--- config.mk ---
export PLATFORM = sky130hd
export DESIGN_NAME = v2f_alu_arbiter
export DESIGN_NICKNAME = d
export VERILOG_FILES = /design/src/rtl/v2f_alu_arbiter.sv
export SDC_FILE = /design/constraint.sdc
export NUM_CORES = 1
export LEC_CHECK = 0
export CORE_AREA = 8 8 158 160
export CTS_BUF_LIST = sky130_fd_sc_hd__clkbuf_4 sky130_fd_sc_hd__clkbuf_8
export DETAILED_ROUTE_END_ITERATION = 6
export DIE_AREA = 0 0 166 168
export GPL_TIMING_DRIVEN = 1
export PLACE_DENSITY = 0.75
export SYNTH_ARGS = -nofsm -noshare
export SYNTH_HDL_FRONTEND = slang
export SYNTH_SLANG_ARGS = --single-unit
--- constraint.sdc ---
create_clock -name clk -period 9.5 [get_ports clk]
set_clock_uncertainty 0.1 [all_clocks]
set_input_delay 1.9 -clock clk [delete_from_list [all_inputs] [get_ports clk]]
set_output_delay 1.9 -clock clk [all_outputs]
set_load 0.05 [all_outputs]
--- src/rtl/v2f_alu_arbiter.sv ---
// Round-robin arbiter time-sharing one external 32-bit ALU bank among N_REQ requesters,
// with fixed-latency tagged result return. Define V2F_ALU_ARB_STATS_EN for issue/error counters.
module v2f_alu_arbiter #(
    parameter int N_REQ   = 4,
    parameter int LATENCY = 1,
    parameter int OPW     = 4
) (
    input  logic                 clk,
    input  logic                 rst,
    input  logic [N_REQ-1:0]     req_valid,
    output logic [N_REQ-1:0]     req_ready,
    input  logic [N_REQ*OPW-1:0] req_op,
    input  logic [N_REQ*32-1:0]  req_a,
    input  logic [N_REQ*32-1:0]  req_b,
    output logic                 alu_valid,
    output logic [OPW-1:0]       alu_op,
    output logic [31:0]          alu_a,
    output logic [31:0]          alu_b,
    input  logic [31:0]          alu_y,
    output logic [N_REQ-1:0]     rsp_valid,
    output logic [31:0]          rsp_data,
    output logic                 rsp_err
`ifdef V2F_ALU_ARB_STATS_EN
    ,
    output logic [31:0]          stat_issued,
    output logic [15:0]          stat_err
`endif
);

    localparam int IW = (N_REQ > 1) ? $clog2(N_REQ) : 1;

    logic [IW-1:0]    ptr_r;
    logic [N_REQ-1:0] busy_r;
    logic             tag_v_r [LATENCY];
    logic [IW-1:0]    tag_i_r [LATENCY];
    logic             tag_e_r [LATENCY];

    logic [N_REQ-1:0] elig_s;
    logic             found_s;
    logic [IW-1:0]    gnt_idx_s;
    logic [OPW-1:0]   sel_op_s;
    logic [31:0]      sel_a_s;
    logic [31:0]      sel_b_s;
    logic             sel_err_s;

    // Divide/modulo by zero and the unused opcode range never reach the ALU.
    function automatic logic op_err(input logic [OPW-1:0] op, input logic [31:0] b);
        logic is_div;
        is_div = (op == OPW'(3)) || (op == OPW'(4));
        return (is_div && (b == 32'd0)) || (op >= OPW'(10));
    endfunction

    // Returns {found, index} of the first eligible requester at or after ptr, wrapping.
    function automatic logic [IW:0] pick(input logic [N_REQ-1:0] elig, input logic [IW-1:0] ptr);
        logic [IW:0] res;
        int          j;
        res = '0;
        for (int k = 0; k < N_REQ; k++) begin
            j = int'(ptr) + k;
            if (j >= N_REQ) begin
                j = j - N_REQ;
            end else begin
                j = j;
            end
            if (!res[IW] && elig[IW'(j)]) begin
                res = {1'b1, IW'(j)};
            end else begin
                res = res;
            end
        end
        return res;
    endfunction

    // Grant selection from registered state; nothing is granted while reset is held.
    always_comb begin
        elig_s = '0;
        if (rst) begin
            elig_s = '0;
        end else begin
            elig_s = req_valid & ~busy_r;
        end
        {found_s, gnt_idx_s} = pick(elig_s, ptr_r);
        req_ready = '0;
        if (found_s) begin
            req_ready[gnt_idx_s] = 1'b1;
        end else begin
            req_ready = '0;
        end
    end

    assign sel_op_s  = req_op[gnt_idx_s*OPW +: OPW];
    assign sel_a_s   = req_a[gnt_idx_s*32 +: 32];
    assign sel_b_s   = req_b[gnt_idx_s*32 +: 32];
    assign sel_err_s = op_err(sel_op_s, sel_b_s);

    // Issue register towards the ALU and round-robin pointer update.
    always_ff @(posedge clk or posedge rst) begin
        if (rst) begin
            alu_valid <= 1'b0;
            alu_op    <= '0;
            alu_a     <= 32'd0;
            alu_b     <= 32'd0;
            ptr_r     <= '0;
        end else begin
            alu_valid <= found_s & ~sel_err_s;
            if (found_s) begin
                alu_op <= sel_op_s;
                alu_a  <= sel_a_s;
                alu_b  <= sel_b_s;
                ptr_r  <= (gnt_idx_s == IW'(N_REQ - 1)) ? '0 : gnt_idx_s + IW'(1);
            end else begin
                ptr_r  <= ptr_r;
            end
        end
    end

    // Tag pipeline: carries owner and error flag alongside the ALU's internal stages.
    always_ff @(posedge clk or posedge rst) begin
        if (rst) begin
            for (int s = 0; s < LATENCY; s++) begin
                tag_v_r[s] <= 1'b0;
                tag_i_r[s] <= '0;
                tag_e_r[s] <= 1'b0;
            end
        end else begin
            tag_v_r[0] <= found_s;
            tag_i_r[0] <= gnt_idx_s;
            tag_e_r[0] <= sel_err_s;
            for (int s = 1; s < LATENCY; s++) begin
                tag_v_r[s] <= tag_v_r[s-1];
                tag_i_r[s] <= tag_i_r[s-1];
                tag_e_r[s] <= tag_e_r[s-1];
            end
        end
    end

    // Response register; data and error hold between responses.
    always_ff @(posedge clk or posedge rst) begin
        if (rst) begin
            rsp_valid <= '0;
            rsp_data  <= 32'd0;
            rsp_err   <= 1'b0;
        end else begin
            rsp_valid <= '0;
            if (tag_v_r[LATENCY-1]) begin
                rsp_valid[tag_i_r[LATENCY-1]] <= 1'b1;
                rsp_data <= tag_e_r[LATENCY-1] ? 32'd0 : alu_y;
                rsp_err  <= tag_e_r[LATENCY-1];
            end else begin
                rsp_data <= rsp_data;
                rsp_err  <= rsp_err;
            end
        end
    end

    // Busy stays set through the response cycle, so a requester re-arms one cycle later.
    always_ff @(posedge clk or posedge rst) begin
        if (rst) begin
            busy_r <= '0;
        end else begin
            busy_r <= (busy_r & ~rsp_valid) | req_ready;
        end
    end

`ifdef V2F_ALU_ARB_STATS_EN
    // Saturating transfer and error-response counters.
    always_ff @(posedge clk or posedge rst) begin
        if (rst) begin
            stat_issued <= 32'd0;
            stat_err    <= 16'd0;
        end else begin
            if (found_s && (stat_issued != 32'hFFFF_FFFF)) begin
                stat_issued <= stat_issued + 32'd1;
            end else begin
                stat_issued <= stat_issued;
            end
            if (tag_v_r[LATENCY-1] && tag_e_r[LATENCY-1] && (stat_err != 16'hFFFF)) begin
                stat_err <= stat_err + 16'd1;
            end else begin
                stat_err <= stat_err;
            end
        end
    end
`endif

endmodule
==> key figures, run 1 <==
Power and ir drop
  – Power Dens Cells: approximately 310 nW/µm²
  – Seq pwr share: 0.247
  – Psw: 1.77 mW
  – P_int: roughly 1.7 mW
  – Sw Ratio: 0.507
  – Logic gate share of total power: 0.609
  – Maximum vdd drop: 0.140 mV
  – Pwr Total: 3.49 mW
  – Lkg Pwr: between 4 and 5 nW
  – Clock share of power: 0.144

CTS
  – Number of post-CTS setup repair buffers: 0
  – CTS hold repair buffers: 0
  – Clock tree root driver cell: clkbuf_8
  – # H-tree levels: 4
  – Clk sinks: ~120
  – TritonCTS clock tree: built
  – PostCTS Resize Cnt: 0
  – Clk slew on worst S/H paths: 90 ps
  – Number of CTS-inserted buffers: 17
  – Clk_lat worst skew: 440 ps
  – Longest Clk Path Bufs: 2

Logic synthesis
  – Most used DFF post-synth: dfrtp_1
  – Mean post-synth cell area: 7.84 µm²
  – Area contributors post-synth: dfrtp_1 (44%), nand2_1 (20%), o21ai_0 (9.1%)
  – Number of synthesized flops with an enable pin: 0
  – Synthesized instance count: between 800 and 900
  – Syn_nets: 1156
  – Post-synthesis cell type count: 41
  – Synth async-reset ratio: 1.00
  – Seq/Total Area, Yosys: 0.440
  – Synthesis Warnings: 0
  – Post-synth top area share: 0.440
  – Area leader, netlist: dfrtp_1
  – Synth Cell Area: about 6600 µm²
  – Synthesized flop and latch total: ~120

Cells and area
  – Area grow syn2layout: 73.3%
  – Post-route cell area: around 11000 µm²
  – Ratio of cells with drive above 1 in the final layout: 0.0635
  – FILL cells: approximately 2.2k
  – Final core utilization: 0.512
  – Nets: approximately 1.5k
  – Leading cell types in the layout, fill and taps excluded: clkdlybuf4s50_1 (419), nand2_1 (360), o21ai_0 (120)
  – Commonest non-fill, non-tap cell in the layout: clkdlybuf4s50_1
  – Layout Cells excl Fill: about 1.5k

Timing
  – Hold slack: approximately 370 ps
  – Fin Setup TNS: 0 ps
  – Max-slew headroom at the worst pin: 0.410
  – Fin. Hold Viols: 0
  – Fmax: about 140 MHz
  – Setup ws final: roughly 2300 ps
  – Final setup fails: 0
  – RSZ-0062 raised after global routing: no
  – Shortest period the worst path allows: between 7000 and 8000 ps
  – Final period util: 0.761
  – Max Slew Vio Count: 0
  – Worst Max-Slew Pin Slew: about 900 ps

Floorplan
  – Row cnt: 55
  – Die Height: around 170 µm
  – Die ar.: ~28000 µm²
  – Core area: around 22000 µm²
  – IO Count: 420
  – Initial Util: 0.295
  – DIE WIDTH: 166 µm

Global routing
  – Number of antenna violations at the first check in global routing: 5
  – Vias in the first global route: around 7.7k
  – First-pass GRT wire length: roughly 45000 µm
  – Remaining Overflow, GRT: 0
  – Total Routing Usage GR: 0.209
  – Largest net degree at the start of global routing: 87

Critical path
  – CP endpoint kind: output pin
  – Critical path class: input pin to output pin
  – Top Family by Delay on Critical Path: buffers and inverters
  – Critical Path Start Type: input pin
  – Crit Path Max Fanout: 48
  – WP buf/inv: 4
  – Worst path required time: between 7000 and 8000 ps
  – Slowest cell on crit path: clkdlybuf4s50_1
  – Worst path cell trace: clkdlybuf4s50_1 -> nor2b_1 -> or3b_2 -> o21ai_4 -> buf_4 -> inv_1 -> and2_1 -> clkdlybuf4s50_1
  – Largest stage delay, worst path: roughly 740 ps
  – Worst Path Arrival: 5230 ps
  – FF-to-FF path depth: 10
  – FF-to-FF Start: ptr_r[1]$_DFFE_PP0P_
  – Worst reg2reg endpoint: alu_valid$_DFF_PP0_
  – R2R setup slack: 5870 ps
  – Top cell by count, worst path: clkdlybuf4s50_1

Placed design
  – Post-place instance area: 11000 µm²
  – Placed wire-length estimate: 23700 µm
  – Dpl ws: about 2200 ps
  – Gp weighted congestion: 0.884
  – Port bufs: 419
  – Placed cells: between 1k and 1.5k

Drt
  – 1st-pass router iterations: 4
  – DRT iter0 DRCs: between 300 and 400
  – Final ANT Viol Nets: 0
  – DRC viols: 0
  – Detail-routed via count per cell: about 4.8
  – Avg WL per Cell: around 19 µm
  – DRT Wirelength: between 20000 and 30000 µm
  – Routed via count: roughly 7.3k

Worst hold path
  – Hold depth: 1
  – WHS Endpoint: rsp_valid[1]$_DFF_PP0_
  – Hold_sp: tag_i_r[1]$_DFF_PP0_
  – Tightest Hold Check Type: flip-flop to flip-flop

Run
  – Max-cap violation count: 0

Outcome
  – Status: finished, final reports clean
metal layers:
metal  global-route usage  up-vias  share of wire  wire, µm
li1                     -     3557              -         -
met1                0.213     3335           0.36     10600
met2                0.377      351           0.52     15400
met3               0.0893       45          0.098      2900
met4               0.0747        8          0.023       692
met5                    0        -         0.0019        56
how the worst max path moves through the flow:
stage / start / endpoint / slack (ps) / cells after the start
after detailed placement: rst / req_ready[3] / 2220 / 7
after CTS: rst / req_ready[3] / 2220 / 7
after global routing: rst / req_ready[0] / 2020 / 7
final: req_valid[0] / req_ready[0] / 2270 / 8
after floorplan: rst / req_ready[3] / 820 / 9
after global placement: rst / req_ready[3] / 2290 / 7
flip-flops by register name, indices dropped and copies added, names as in the netlist:
register,count
alu_op,4
alu_valid,1
alu_b,32
rsp_data,32
tag_i_r,2
rsp_err,1
ptr_r,2
rsp_valid,4
tag_v_r,1
tag_e_r,1
busy_r,4
alu_a,32
cells by family (layout without fill, tap and decap cells):
group	after synthesis	count (layout)	synth area share
multiplexers	37	37	0.101
other	0	1	0
AO/OA/AOI/OAI	136	136	0.110
buffers and inverters	97	500	0.0589
adder cells (fa/ha/maj)	4	4	0.00758
AND/OR/NAND/NOR	452	452	0.284
flip-flops	116	116	0.440
cell type report:
type / count / area, µm² / area share
timing repair buffer: 428 / 4260 / 0.372
antenna: 1 / 2.50 / 0.000219
tap: 285 / 357 / 0.0312
sequential: 116 / 2900 / 0.254
clock inverter: 15 / 194 / 0.0169
inverter: 40 / 158 / 0.0138
multi-input combinational: 629 / 3340 / 0.291
clock buffer: 17 / 234 / 0.0204
synthesized netlist by cell type (2+ instances only):
cell and instances:
nand2_1 360, inv_1 39, nor2_1 8, mux2_2 5, ha_1 4, a21o_1 5, nor4_1 12, and2_1 5
nand3_1 46, buf_1 17, clkbuf_1 34, nor2b_1 3, nand2b_1 2, mux2i_1 9, o21ai_0 120, a21oi_1 3
buf_2 3, dfrtp_1 116, nand4_1 2, mux4_2 23, nor3b_1 3, or3b_2 2, nor4b_1 2, buf_6 2
power groups by stage:
| stage | sequential (mW) | combinational, mW | clock (mW) |
|---|---|---|---|
| floorplan | 1.59 | 0.626 | 0 |
| global placement | 0.865 | 2.13 | 0 |
| detailed placement | 0.875 | 2.15 | 0 |
| CTS | 0.867 | 2.16 | 0.518 |
| global route | 0.895 | 2.28 | 0.546 |
| finish | 0.864 | 2.13 | 0.502 |
Note: power is estimated with default switching activity, not from simulation.
==> inputs of run 2 (changes only) <==
- clock period: 9.5 -> 6.92 ns (I/O delays scaled with it)
==> key figures, run 2 (synthesized netlist as in run 1, its figures left out) <==
Placed design
  – Port bufs: 419 (unchanged)
  – Post-place instance area: 11000 µm² (about the same)
  – Placed wire-length estimate: 23500 µm (was 23700 µm)
  – Gp weighted congestion: 0.889 (was 0.884)
  – Placed cells: 1500 (was 1498)
  – Dpl ws: 1380 ps (was 2220 ps)

Power and ir drop
  – Pwr Total: 4.79 mW (was 3.49 mW)
  – Lkg Pwr: 4.93 nW (was 4.91 nW)
  – Power Dens Cells: 417 nW/µm² (was 305 nW/µm²)
  – Maximum vdd drop: 0.191 mV (was 0.140 mV)

Critical path
  – Critical path class: input pin to output pin (unchanged)
  – CP endpoint kind: output pin (unchanged)
  – Crit Path Max Fanout: 43 (was 48)
  – Worst Path Arrival: 4030 ps (was 5230 ps)
  – Critical Path Start Type: input pin (unchanged)
  – Worst path required time: 5440 ps (was 7500 ps)

CTS
  – TritonCTS clock tree: built (unchanged)
  – Clock tree root driver cell: clkbuf_8 (unchanged)
  – PostCTS Resize Cnt: 0 (unchanged)
  – # H-tree levels: 4 (unchanged)
  – Clk_lat worst skew: 430 ps (was 440 ps)
  – CTS hold repair buffers: 0 (unchanged)
  – Longest Clk Path Bufs: 2 (unchanged)
  – Number of post-CTS setup repair buffers: 0 (unchanged)
  – Clk slew on worst S/H paths: 80 ps (was 90 ps)
  – Number of CTS-inserted buffers: 17 (unchanged)
  – Clk sinks: 116 (unchanged)

Outcome
  – Status: finished, final reports clean (unchanged)

Timing
  – Fin Setup TNS: 0 ps (unchanged)
  – Fmax: between 150 and 200 MHz
  – Final setup fails: 0 (unchanged)
  – Shortest period the worst path allows: between 5000 and 6000 ps
  – Max-slew headroom at the worst pin: 0.447 (was 0.410)
  – Worst Max-Slew Pin Slew: 830 ps (was 884 ps)
  – RSZ-0062 raised after global routing: no (unchanged)
  – Setup ws final: 1400 ps (was 2270 ps)
  – Final period util: 0.797
  – Hold slack: 361 ps (was 371 ps)
  – Fin. Hold Viols: 0 (unchanged)
  – Max Slew Vio Count: 0 (unchanged)

Global routing
  – Remaining Overflow, GRT: 0 (unchanged)
  – Largest net degree at the start of global routing: 73 (was 87)
  – Total Routing Usage GR: 0.206 (was 0.209)
  – Vias in the first global route: 7741 (was 7743)
  – Number of antenna violations at the first check in global routing: 1 (was 5)
  – First-pass GRT wire length: 44600 µm (was 44700 µm)

Floorplan
  – Die ar.: 27900 µm² (unchanged)
  – Core area: 22400 µm² (unchanged)
  – DIE WIDTH: 166 µm (unchanged)
  – Die Height: 168 µm (unchanged)
  – Initial Util: 0.295 (unchanged)
  – Row cnt: 55 (unchanged)
  – IO Count: 420 (unchanged)

Drt
  – DRT Wirelength: 29000 µm (was 29600 µm)
  – DRC viols: 0 (unchanged)
  – Detail-routed via count per cell: 4.75 (was 4.77)
  – DRT iter0 DRCs: 367 (was 303)
  – Routed via count: 7283 (was 7296)
  – 1st-pass router iterations: 4 (unchanged)
  – Avg WL per Cell: 18.9 µm (was 19.3 µm)
  – Final ANT Viol Nets: 0 (unchanged)

Cells and area
  – Regs by FF count: alu_a (32), alu_b (32), rsp_data (32) (unchanged)
  – Post-route cell area: 11500 µm² (was 11400 µm²)
  – Final core utilization: 0.513 (was 0.512)
  – Layout Cells excl Fill: 1533 (was 1531)
  – Leading cell types in the layout, fill and taps excluded: clkdlybuf4s50_1 (415), nand2_1 (360), o21ai_0 (120) (was clkdlybuf4s50_1 (419), nand2_1 (360), o21ai_0 (120))
  – Area grow syn2layout: 73.8% (was 73.3%)
  – Commonest non-fill, non-tap cell in the layout: clkdlybuf4s50_1 (unchanged)
  – Ratio of cells with drive above 1 in the final layout: 0.0682 (was 0.0635)
  – Nets: 1548 (was 1546)

Run
  – Max-cap violation count: 0 (unchanged)

Worst hold path
  – Tightest Hold Check Type: flip-flop to flip-flop (unchanged)
==> run 2: final timing paths <==
path / from / endpoint / slack (ps) / cells after the start
max in group asynchronous: rst / alu_a[5]$_DFFE_PP0P_ / 3880 / 4
worst min register to register: tag_i_r[1]$_DFF_PP0_ / rsp_valid[1]$_DFF_PP0_ / 360 / 1
worst max register to register: ptr_r[0]$_DFFE_PP0P_ / alu_valid$_DFF_PP0_ / 3180 / 8
min in group asynchronous: rst / rsp_valid[2]$_DFF_PP0_ / 1530 / 3
worst min-delay path: tag_i_r[1]$_DFF_PP0_ / rsp_valid[1]$_DFF_PP0_ / 360 / 1
worst max-delay path: rst / req_ready[2] / 1400 / 8
==> run 2: metal layers <==
metal	part of all wire	track usage
met4	0.033	0.0905
met3	0.081	0.0667
met5	0.00045	0
met1	0.38	0.218
met2	0.51	0.371
==> run 2: area by class of cell <==
type / count / area, µm²
antenna: 1 / 2.50
clock buffer: 17 / 234
clock inverter: 15 / 195
fill: 2129 / 10900
inverter: 40 / 156
multi-input combinational: 629 / 3340
sequential: 116 / 2900
tap: 285 / 357
timing repair buffer: 430 / 4290
==> run 2: report_power, final <==
part | switching, mW | internal [mW] | total (mW) | leakage, nW
logic | 1.91 | 1.01 | 2.92 | 3.27
registers | 0.190 | 0.991 | 1.18 | 1.45
clock network | 0.323 | 0.366 | 0.689 | 0.215
==> run 2: critical path: stages <==
cell and delay (ps):
clkdlybuf4s50_1 510, or3b_1 430, a2111oi_2 340, a31o_4 340, inv_4 300, ha_1 310
and2_1 150, buf_4 190
==> inputs of run 3 (changes only) <==
- clock period: 6.92 -> 5.2 ns (I/O delays scaled with it)
==> key figures, run 3 (synthesized netlist as in run 1, its figures left out) <==
Drt
  – DRC viols: 0 (unchanged)
  – Final ANT Viol Nets: 0 (unchanged)
  – DRT Wirelength: 30800 µm (was 29000 µm)
  – Detail-routed via count per cell: 4.83 (was 4.75)
  – DRT iter0 DRCs: 423 (was 367)
  – Avg WL per Cell: 20.0 µm (was 18.9 µm)
  – Routed via count: 7423 (was 7283)
  – 1st-pass router iterations: 7 (was 4)

Global routing
  – Vias in the first global route: 7814 (was 7741)
  – Remaining Overflow, GRT: 0 (unchanged)
  – Total Routing Usage GR: 0.218 (was 0.206)
  – Number of antenna violations at the first check in global routing: 0 (was 1)
  – First-pass GRT wire length: 46700 µm (was 44600 µm)
  – Largest net degree at the start of global routing: 85 (was 73)

Critical path
  – Worst Path Arrival: 3350 ps (was 4030 ps)
  – WP buf/inv: 3 (unchanged)
  – Top Family by Delay on Critical Path: buffers and inverters (unchanged)
  – Critical Path Start Type: input pin (unchanged)
  – CP endpoint kind: output pin (unchanged)
  – Worst path required time: 4060 ps (was 5440 ps)
  – Worst path cell trace: clkdlybuf4s50_1 -> or3b_2 -> and2_1 -> o32a_2 -> inv_1 -> ha_1 -> and2_2 -> buf_4 (was clkdlybuf4s50_1 -> or3b_1 -> a2111oi_2 -> a31o_4 -> inv_4 -> ha_1 -> and2_1 -> buf_4)
  – Largest stage delay, worst path: 530 ps (was 510 ps)
  – Slowest cell on crit path: clkdlybuf4s50_1 (unchanged)
  – Critical path class: input pin to output pin (unchanged)
  – Crit Path Max Fanout: 6 (was 43)

Power and ir drop
  – Psw: 3.27 mW (was 2.42 mW)
  – Pwr Total: 6.33 mW (was 4.79 mW)
  – Clock share of power: 0.132 (was 0.144)
  – P_int: 3.06 mW (was 2.37 mW)
  – Logic gate share of total power: 0.616 (was 0.610)
  – Lkg Pwr: 4.92 nW (was 4.93 nW)
  – Seq pwr share: 0.252 (was 0.247)
  – Maximum vdd drop: 0.308 mV (was 0.191 mV)
  – Power Dens Cells: 552 nW/µm² (was 417 nW/µm²)
  – Sw Ratio: 0.516 (was 0.505)

Timing
  – Final period util: 0.864
  – Fin. Hold Viols: 0 (unchanged)
  – Fmax: around 220 MHz
  – Max-slew headroom at the worst pin: 0.462 (was 0.447)
  – Final setup fails: 0 (unchanged)
  – Shortest period the worst path allows: about 4500 ps
  – RSZ-0062 raised after global routing: no (unchanged)
  – Worst Max-Slew Pin Slew: 806 ps (was 830 ps)
  – Max Slew Vio Count: 0 (unchanged)

Cells and area
  – # diodes: 0 (was 1)
  – Nets: 1553 (was 1548)
  – Area grow syn2layout: 73.6% (was 73.8%)
  – Commonest non-fill, non-tap cell in the layout: clkdlybuf4s50_1 (unchanged)
  – Regs by FF count: alu_a (32), alu_b (32), rsp_data (32) (unchanged)
  – Leading cell types in the layout, fill and taps excluded: clkdlybuf4s50_1 (415), nand2_1 (360), o21ai_0 (120) (unchanged)
  – Layout Cells excl Fill: 1537 (was 1533)
  – Ratio of cells with drive above 1 in the final layout: 0.0767 (was 0.0682)
  – FILL cells: 2117 (was 2129)
  – Post-route cell area: 11500 µm² (about the same)
  – Final core utilization: 0.513 (about the same)

CTS
  – Longest Clk Path Bufs: 2 (unchanged)
  – # H-tree levels: 4 (unchanged)
  – CTS hold repair buffers: 0 (unchanged)
  – Clk sinks: 116 (unchanged)
  – Clock tree root driver cell: clkbuf_8 (unchanged)
  – Number of CTS-inserted buffers: 17 (unchanged)
  – Clk_lat worst skew: 430 ps (about the same)
  – Clk slew on worst S/H paths: 80 ps (about the same)
  – PostCTS Resize Cnt: 0 (unchanged)
  – TritonCTS clock tree: built (unchanged)
  – Number of post-CTS setup repair buffers: 0 (unchanged)

Floorplan
  – Core area: 22400 µm² (unchanged)
  – Initial Util: 0.295 (unchanged)
  – Row cnt: 55 (unchanged)
  – Die ar.: 27900 µm² (unchanged)
  – DIE WIDTH: 166 µm (unchanged)
  – IO Count: 420 (unchanged)
  – Die Height: 168 µm (unchanged)

Outcome
  – Status: finished, final reports clean (unchanged)

Placed design
  – Port bufs: 419 (unchanged)
  – Placed cells: 1505 (was 1500)
  – Post-place instance area: 11100 µm² (was 11000 µm²)
  – Placed wire-length estimate: 24800 µm (was 23500 µm)
  – Gp weighted congestion: 0.923 (was 0.889)

Worst hold path
  – Tightest Hold Check Type: flip-flop to flip-flop (unchanged)

Run
  – Max-cap violation count: 0 (unchanged)
## run 3: metrics by stage
| stage | TNS (ps) | worst slack (ps) | hold WS (ps) |
|---|---|---|---|
| floorplan | -149 | -75.6 | 336 |
| global placement | 0 | 590 | 349 |
| detailed placement | 0 | 548 | 361 |
| CTS | 0 | 681 | 374 |
| global route | 0 | 605 | 400 |
| finish | 0 | 709 | 372 |
## run 3: final timing paths
path,endpoint,slack (ps),from,depth (start not counted)
max,req_ready[1],710,req_valid[0],8
min,rsp_valid[2]$_DFF_PP0_,370,tag_i_r[0]$_DFF_PP0_,1
max reg2reg,alu_valid$_DFF_PP0_,1690,ptr_r[1]$_DFFE_PP0P_,11
min reg2reg,rsp_valid[2]$_DFF_PP0_,370,tag_i_r[0]$_DFF_PP0_,1
max in group asynchronous,alu_b[27]$_DFFE_PP0P_,2430,rst,4
min in group asynchronous,alu_b[11]$_DFFE_PP0P_,1260,rst,3
## run 3: cell type report
type,count,area [µm²],share of cell area
sequential,116,2900,0.253
clock inverter,15,144,0.0125
clock buffer,17,234,0.0204
multi-input combinational,629,3370,0.294
inverter,40,156,0.0136
timing repair buffer,435,4300,0.375
tap,285,357,0.0311
## run 3: power groups by stage
| stage | sequential (mW) | clock [mW] | combinational [mW] |
|---|---|---|---|
| 6_report | 1.59 | 0.836 | 3.90 |
| 3_5_place_dp | 1.61 | 0 | 3.95 |
| 2_1_floorplan | 2.90 | 0 | 1.18 |
| 3_3_place_gp | 1.60 | 0 | 3.90 |
| 4_1_cts | 1.60 | 0.861 | 3.96 |
| 5_1_grt | 1.65 | 0.904 | 4.18 |
## run 3: metal layers
layer,up-vias,track usage,wire length (µm)
met3,40,0.0802,2680
met1,3459,0.236,11600
li1,3570,-,-
met2,354,0.387,15600
met4,0,0.0771,860
met5,-,0,0
